### src/rtl/fetch_pkg.sv
// fetch_pkg: constants and entry type shared by the fetch stage and the control unit.
package fetch_pkg;
  localparam int XLEN = 32;
  localparam logic [XLEN-1:0] DEFAULT_RESET_PC = 32'h0;
  localparam logic [6:0] OP_BRANCH = 7'b1100011;
  localparam logic [6:0] OP_LOAD = 7'b0000011;
  localparam logic [6:0] OP_IMM = 7'b0010011;
  localparam logic [XLEN-1:0] NOP_INSTR = {25'd0, OP_IMM};
  typedef struct packed {
    logic [XLEN-1:0] instr;
    logic [XLEN-1:0] pc;
  } fetch_entry_t;
endpackage

### src/rtl/fetch_queue.sv
// fetch_queue: 2-entry FIFO of fetched {instr, pc} entries with synchronous flush.
module fetch_queue import fetch_pkg::*; #(
  parameter type T = fetch_entry_t
) (
  input  logic       clk,
  input  logic       rst,
  input  logic       i_push,
  input  logic       i_pop,
  input  logic       i_flush,
  input  T           i_din,
  output T           o_head,
  output logic [1:0] o_count
);
  T r_mem [2];
  logic r_rd, r_wr;
  logic [1:0] r_count;
  always_ff @(posedge clk or posedge rst) begin
    if (rst) begin
      r_rd <= 1'b0;
      r_wr <= 1'b0;
      r_count <= 2'd0;
    end else if (i_flush) begin
      r_rd <= 1'b0;
      r_wr <= 1'b0;
      r_count <= 2'd0;
    end else begin
      r_rd <= r_rd ^ i_pop;
      r_wr <= r_wr ^ i_push;
      r_count <= r_count + {1'b0, i_push} - {1'b0, i_pop};
    end
  end
  // storage needs no reset: entries are only visible through r_count
  always_ff @(posedge clk) begin
    if (i_push && !i_flush) r_mem[r_wr] <= i_din;
  end
  assign o_head = r_mem[r_rd];
  assign o_count = r_count;
endmodule

### src/rtl/fetch_unit.sv
// fetch_unit: PC owner issuing single-outstanding imem reads, buffering 2 instructions for decode
// and redirecting/flushing on taken branches reported back by decode.
module fetch_unit import fetch_pkg::*; #(
  parameter int ADDR_WIDTH = 32,
  parameter int DATA_WIDTH = 32,
  parameter logic [ADDR_WIDTH-1:0] RESET_PC = ADDR_WIDTH'(DEFAULT_RESET_PC)
) (
  input  logic                  clk,
  input  logic                  rst,
  input  logic                  en,
  output logic                  imem_req_valid,
  input  logic                  imem_req_ready,
  output logic [ADDR_WIDTH-1:0] imem_addr,
  input  logic                  imem_rsp_valid,
  input  logic [DATA_WIDTH-1:0] imem_rsp_data,
  output logic [DATA_WIDTH-1:0] instr,
  output logic [ADDR_WIDTH-1:0] instr_pc,
  output logic                  instr_valid,
  input  logic                  instr_ready,
  input  logic                  PCsrc,
  input  logic [ADDR_WIDTH-1:0] ImmOp
);
  typedef struct packed {
    logic [DATA_WIDTH-1:0] instr;
    logic [ADDR_WIDTH-1:0] pc;
  } entry_t;
  logic [ADDR_WIDTH-1:0] r_pc, r_req_pc;
  logic r_out, r_kill;
  logic [1:0] w_count;
  entry_t w_head, w_din;
  logic w_accept, w_redirect, w_hs, w_rsp, w_push;
  assign instr_valid = w_count != 2'd0;
  assign w_accept = instr_valid & instr_ready;
  assign w_redirect = w_accept & PCsrc;
  // count + outstanding never exceeds 2, so a response always has room
  assign imem_req_valid = en & ~r_out & (w_count < 2'd2) & ~w_redirect;
  assign imem_addr = {r_pc[ADDR_WIDTH-1:2], 2'b00};
  assign w_hs = imem_req_valid & imem_req_ready;
  assign w_rsp = imem_rsp_valid & r_out;
  assign w_push = w_rsp & ~r_kill;
  assign w_din = '{instr: imem_rsp_data, pc: r_req_pc};
  assign instr = instr_valid ? w_head.instr : DATA_WIDTH'(NOP_INSTR);
  assign instr_pc = instr_valid ? w_head.pc : '0;
  always_ff @(posedge clk or posedge rst) begin
    if (rst) begin
      r_pc <= RESET_PC;
      r_req_pc <= '0;
      r_out <= 1'b0;
      r_kill <= 1'b0;
    end else begin
      r_pc <= w_redirect ? instr_pc + ImmOp : w_hs ? r_pc + ADDR_WIDTH'(4) : r_pc;
      r_req_pc <= w_hs ? r_pc : r_req_pc;
      r_out <= w_hs | (r_out & ~imem_rsp_valid);
      // a wrong-path response still in flight must be dropped when it lands
      r_kill <= w_redirect ? (r_out & ~imem_rsp_valid) : (r_kill & ~w_rsp);
    end
  end
  fetch_queue #(.T(entry_t)) u_queue (
    .clk     (clk),
    .rst     (rst),
    .i_push  (w_push),
    .i_pop   (w_accept),
    .i_flush (w_redirect),
    .i_din   (w_din),
    .o_head  (w_head),
    .o_count (w_count)
  );
endmodule

### config.mk
export PLATFORM = sky130hd
export DESIGN_NAME = fetch_unit
export DESIGN_NICKNAME = d
export VERILOG_FILES = /design/src/rtl/fetch_pkg.sv /design/src/rtl/fetch_queue.sv /design/src/rtl/fetch_unit.sv
export SDC_FILE = /design/constraint.sdc
export NUM_CORES = 1
export LEC_CHECK = 0
export BUFFER_PORTS_ARGS = -buffer_cell sky130_fd_sc_hd__buf_2
export CAP_MARGIN = 10
export CORE_MARGIN = 4
export CORE_UTILIZATION = 45
export CTS_CLUSTER_DIAMETER = 50
export DETAILED_ROUTE_END_ITERATION = 7
export PLACE_DENSITY = 0.63
export SETUP_SLACK_MARGIN = 0.5
export SYNTH_ARGS = -nofsm -noshare
export SYNTH_HDL_FRONTEND = slang
export SYNTH_SLANG_ARGS = --single-unit
### constraint.sdc
create_clock -name clk -period 19.2 [get_ports clk]
set_clock_uncertainty 0.2 [all_clocks]
set_input_delay 0.96 -clock clk [delete_from_list [all_inputs] [get_ports clk]]
set_output_delay 0.96 -clock clk [all_outputs]
set_load 0.02 [all_outputs]
==> metrics.txt, run 1 <==
Peak VDD IR 0.07056 mV; WS Path Type reg -> reg; CTS resizes 0; met1 usage 29.42%; synthesized area 10,090 sq um; GRT Residual Overflow 0; Worst EP arrival 4.45 ns; final critical-path share of the clock period 22.61%; final hold violation count 0; Buffers & Inverters on Critical Path 1; sequential fraction of the synthesis area 55.46%; Initial Util 45.95%; clock root buffer clkbuf_16; htree depth 4; busiest grt layer met2; Worst Max-Slew Pin Slew 1.151 ns; DRC 0; TNS Setup 0 ns; startpoint types register; routability congestion estimate 0.8975; DP Area 10,960 sq um; GR Layer Usage met3 4.374%; most frequent cells in the layout buf_2, nand2_1, edfxtp_1; 1st-pass router iterations 5; met2 Usage GRT 32.91%; Required @ worst endpoint 19.31 ns; crit path max fanout 43; Port Buffers 166; Lkg Pwr 4.954 nW; drt total wl 25.78 mm; CP Capture Type register; area leader, netlist edfxtp_1; PD cells 167.5 nW/um^2; final setup fails 0; Yosys reg bits 198; Finished Layout Cells 1,344; worst rel slew slack 22.59%; IO Count 169; crit path time final 4.342 ns; CP cell instances buf_4, mux2i_1, nor2_1, ha_1, a21o_1, a21o_2, a221o_1, a31o_4, a21oi_4, nor4b_1, or4_1; die height 157.7 microns; core area 21,960 sq um; via count 7,299; Max-Cap Viols 0; top_reg_cell synth edfxtp_1; RSZ-0062 raised after global routing no; via/cell ratio 5.431; 1st-iter DRT viols 532; Area contributors post-synth edfxtp_1, dfrtp_1, mux2i_1, nand2_1, ha_1; Num CTS Buffers 17; post-route antenna net violation count 0; Post-synth EDFFs 128; run status complete, no violations; fin nets 1,158; fmax 0.2303 GHz; Layout Cell Area excl Fill 11,580 sq um; worst min path class reg -> reg; initial antenna violation count 0; vias in the first global route 7,188; layout cells sized above 1 21.15%; mean routed wirelength per cell 19.18 microns; fillers 2,003; Num Clock Sinks 198; TritonCTS clock tree done; Netlist cell types 71; Post-CTS Hold Buffers 0; commonest non-fill, non-tap cell in the layout buf_2; DIE AREA 24,880 sq um; Max stage delay on crit path 0.73 ns; Post-Synthesis Cells 928; number of setup buffers added after CTS 0; Overall Global Routing Usage 20.80%; first-pass GRT wire length 40.00 mm; CP max stage cell dfrtp_4; Die W 157.7 microns; Longest Clk Path Bufs 2; Synth Area per Inst 10.87 sq um; CP delay by family, top compound AO/OA/AOI/OAI gates; DP HPWL 17.79 mm; Max Transition Viols Final 0; Util after Layout 52.72%; clock slew at reported path FFs 0.08 ns; largest net degree at the start of global routing 71; overall power 1.939 mW; row count 54; ant diodes 0; Synth Warn # 0; area delta synth->final 14.75%; dpl cells 1,313; asr flop ratio synth 35.35%; Clk Latency, worst-skew pair 0.44 ns; Yosys top cell area share 38.10%
[kinds of logic after synthesis]
kind of cell / Yosys count / share of synthesized area (%)
adder cells (fa/ha/maj): 35 / 4.415
XOR/XNOR: 48 / 4.167
other: 1 / 0.03717
multiplexers: 67 / 6.659
buffers and inverters: 89 / 4.613
AO/OA/AOI/OAI: 151 / 9.946
AND/OR/NAND/NOR: 339 / 14.71
flip-flops: 198 / 55.46
[synth_stat cells (3+ instances only)]
master     number
nor2_1         99
buf_4          32
o21ai_0        34
o211ai_1        3
a21o_1         13
nand2b_1        4
nand4_1         8
nand3_1        24
and4_1          3
mux2i_1        66
inv_1          18
nand2_1       153
a31oi_1         5
a211oi_1        7
nor3_1         11
a221oi_1        4
a21oi_1        41
o2111ai_1       4
o21bai_1        4
buf_1           9
o21ai_1         4
ha_1           34
and2_1          8
dfrtp_1        70
edfxtp_1      128
xnor2_1        25
and3_1         14
clkbuf_1       28
o21a_1          6
xor2_1         23
[metal layers]
metal / wire, microns / vias to the layer above
met5: 0 / -
met4: 412 / 0
met3: 1562 / 33
met2: 11610 / 226
met1: 12200 / 3516
li1: - / 3524
[stage by stage]
step                hold slack [ns]  setup WS [ns]
global placement             0.2487          14.92
CTS                          0.2699          14.82
floorplan                    0.2386          12.50
global route                 0.2839          14.69
finish                       0.2690          14.86
detailed placement           0.2541          14.81
[flip-flops by register name (all words and copies together), names as in the netlist]
| signal | cells |
|---|---|
| u_queue.r_wr | 1 |
| r_pc | 32 |
| u_queue.r_mem | 128 |
| r_out | 1 |
| r_req_pc | 32 |
| u_queue.o_count | 2 |
| r_kill | 1 |
| u_queue.r_rd | 1 |
[worst register-to-register path, stage by stage, from the launching register on]
cell and delay (ns):
dfrtp_4 0.73, buf_4 0.72, mux2i_1 0.29, nor2_1 0.09
ha_1 0.42, a21o_1 0.25, a21o_2 0.22, a221o_1 0.35
a31o_4 0.25, a21oi_4 0.12, nor4b_1 0.06, or4_1 0.52
[path summary, 6_finish.rpt]
| kind | slack (ns) | endpoint | depth (start not counted) | startpoint |
|---|---|---|---|---|
| max | 14.86 | r_pc[28] | 11 | u_queue.r_rd |
| max in group asynchronous | 17.41 | u_queue.r_rd | 3 | rst |
| min reg2reg | 0.27 | u_queue.r_mem[0][15] | 0 | r_req_pc[15] |
| max reg2reg | 14.86 | r_pc[28] | 11 | u_queue.r_rd |
| min in group asynchronous | 0.62 | r_req_pc[25] | 3 | rst |
| min | 0.27 | u_queue.r_mem[0][15] | 0 | r_req_pc[15] |
[cell type report]
type | count | area [sq um] | area share [%]
multi-input cells | 642 | 4046 | 34.95
repair buffers | 175 | 898.4 | 7.760
clock inverters | 14 | 190.2 | 1.643
inverters | 18 | 67.56 | 0.5836
well taps | 280 | 350.3 | 3.026
clock buffers | 17 | 425.4 | 3.674
flip-flops and latches | 198 | 5599 | 48.36
[power breakdown]
| part | internal [mW] | leakage [nW] | total, mW | switching (mW) |
|---|---|---|---|---|
| Sequential | 0.562 | 2.02 | 0.663 | 0.101 |
| Clock | 0.199 | 0.298 | 0.374 | 0.175 |
| Combinational | 0.328 | 2.64 | 0.902 | 0.573 |
Power figures use the tool's default switching activity.
==> run 2, diff against run 1 <==
Settings changed: PLACE_DENSITY 0.63 to 0.66.
Clock period 19.2 ns to 3.6 ns, I/O delays scaled along.
==> run 2 against run 1 <==
Highest routed layer unchanged. Critical endpoint unchanged. Cell count up 6.3%. Hold slack worse by 0.22 ns. Critical path depth unchanged. Sequential cell count unchanged.
==> metrics.txt, run 2 (synthesis gave the netlist of run 1 again) <==
overall power 11.22 mW; hold path depth 4; post-route antenna net violation count 0; Worst EP arrival 3.42 ns; CP cell instances buf_8, mux2i_1, nor2_1, ha_1, nor2b_4, o31a_4, o32a_4, a31o_4, a21oi_4, nor4b_1, or4_1; Max stage delay on crit path 0.51 ns; crit path max fanout 5; DP Area 11,210 sq um; worst rel slew slack 52.84%; Max-Cap Viols 0; Top Registers u_queue.r_mem x128, r_pc x32, r_req_pc x32; worst r2r src u_queue.r_rd; Die W 157.7 microns; vias in the first global route 7,425; TritonCTS clock tree done; fin nets 1,242; Reg with most FFs u_queue.r_mem; commonest non-fill, non-tap cell in the layout buf_2; Required @ worst endpoint 3.70 ns; Lkg Pwr 5.394 nW; routability congestion estimate 0.8847; CP Capture Type register; via count 7,665; DP HPWL 18.44 mm; fmax 0.3021 GHz; Finished Layout Cells 1,429; Initial Util 45.95%; drt total wl 26.67 mm; R2R setup slack 0.29 ns; Num Clock Sinks 198; PD cells 878.1 nW/um^2; Post-Place Worst Slack 0.1383 ns; HP Start ImmOp[31]; IO Count 169; startpoint types register; reg2reg path depth 11; Buffers & Inverters on Critical Path 1; dpl cells 1,335; CP delay by family, top compound AO/OA/AOI/OAI gates; Layout Cell Area excl Fill 12,780 sq um; first-pass GRT wire length 40.42 mm; 1st-pass router iterations 5; crit path time final 3.310 ns; die height 157.7 microns; Peak VDD IR 0.3866 mV; DIE AREA 24,880 sq um; hold endpoint r_pc[31]; ant diodes 0; area delta synth->final 26.69%; 1st-iter DRT viols 615; Final WS setup 0.2896 ns; GRT Residual Overflow 0; mean routed wirelength per cell 18.66 microns; htree depth 4; CP max stage cell dfrtp_4; clock root buffer clkbuf_16; run status complete, no violations; row count 54; TNS Setup 0 ns; Clk Latency, worst-skew pair 0.43 ns; most frequent cells in the layout buf_2, nand2_1, edfxtp_1; worst min path class in -> reg; max reg flops 128; Overall Global Routing Usage 21.02%; final hold violation count 0; Worst Max-Slew Pin Slew 0.7020 ns; initial antenna violation count 0; Max Transition Viols Final 0; largest net degree at the start of global routing 52; Longest Clk Path Bufs 2; final critical-path share of the clock period 91.95%; clock slew at reported path FFs 0.07 ns; Num CTS Buffers 17; RSZ-0062 raised after global routing yes; via/cell ratio 5.364; Port Buffers 166; DRC 0; RR Endpoint r_pc[28]; final setup fails 0; layout cells sized above 1 29.16%; WS Path Type reg -> reg; core area 21,960 sq um
## run 2: cell count changes in the layout (fill, tap and decap cells not counted), sizes merged
cell         before  now
clkinv            5    7
dlygate4sd3       0   37
buf             175  222
bufinv            2    1
## run 2: stage by stage
step,utilization (%),hold slack (ns)
6_report,58.21,0.04655
5_1_grt,58.21,0.05231
4_1_cts,56.51,0.03612
3_5_place_dp,51.03,0.1048
3_3_place_gp,51.03,0.1045
2_1_floorplan,-,0.07645
## run 2: layout make-up
| type | instances | area [sq um] |
|---|---|---|
| flip-flops and latches | 198 | 5599 |
| clock inverters | 15 | 181.4 |
| clock buffers | 17 | 425.4 |
| fillers | 1837 | 9176 |
| repair buffers | 259 | 1695 |
| inverters | 18 | 67.56 |
| multi-input cells | 642 | 4463 |
| well taps | 280 | 350.3 |
## run 2: repair_timing
action                     CTS  global route
setup endpoints to repair   20            25
pin swaps                   15            22
gates resized for setup     20            58
hold buffers                37             0
gates cloned                 0             0
buffers inserted            14            11
hold endpoints to repair    96             0
## run 2: how the worst max path moves through the flow
stage	slack, ns	depth (start not counted)	endpoint	from
global route	0.19	11	r_pc[28]	u_queue.r_rd
detailed placement	0.14	11	r_pc[28]	u_queue.o_count[1]
CTS	0.29	13	r_pc[28]	u_queue.r_rd
floorplan	0.06	6	u_queue.r_mem[0][0]	u_queue.o_count[1]
finish	0.29	11	r_pc[28]	u_queue.r_rd
global placement	0.20	12	r_pc[28]	u_queue.r_rd
## run 2: worst register-to-register path: stages (launching register included)
cell and delay [ns]:
dfrtp_4 0.51, buf_8 0.16, mux2i_1 0.15, nor2_1 0.08, ha_1 0.35, nor2b_4 0.15, o31a_4 0.35, o32a_4 0.37
a31o_4 0.27, a21oi_4 0.13, nor4b_1 0.06, or4_1 0.40
## run 2: routing by layer
metal / vias up / global-route usage [%] / wire length [microns]
met2: 275 / 33.10 / 12110
met5: - / 0 / 0
met1: 3668 / 29.83 / 12440
met3: 30 / 3.964 / 1636
met4: 0 / 6.186 / 479
li1: 3692 / - / -
## run 2: power by group
| part | switching, mW | total, mW | internal [mW] |
|---|---|---|---|
| clock | 0.932 | 1.93 | 0.999 |
| sequential | 0.468 | 3.46 | 3.00 |
| combinational | 3.45 | 5.83 | 2.38 |
| total | 4.85 | 11.2 | 6.38 |
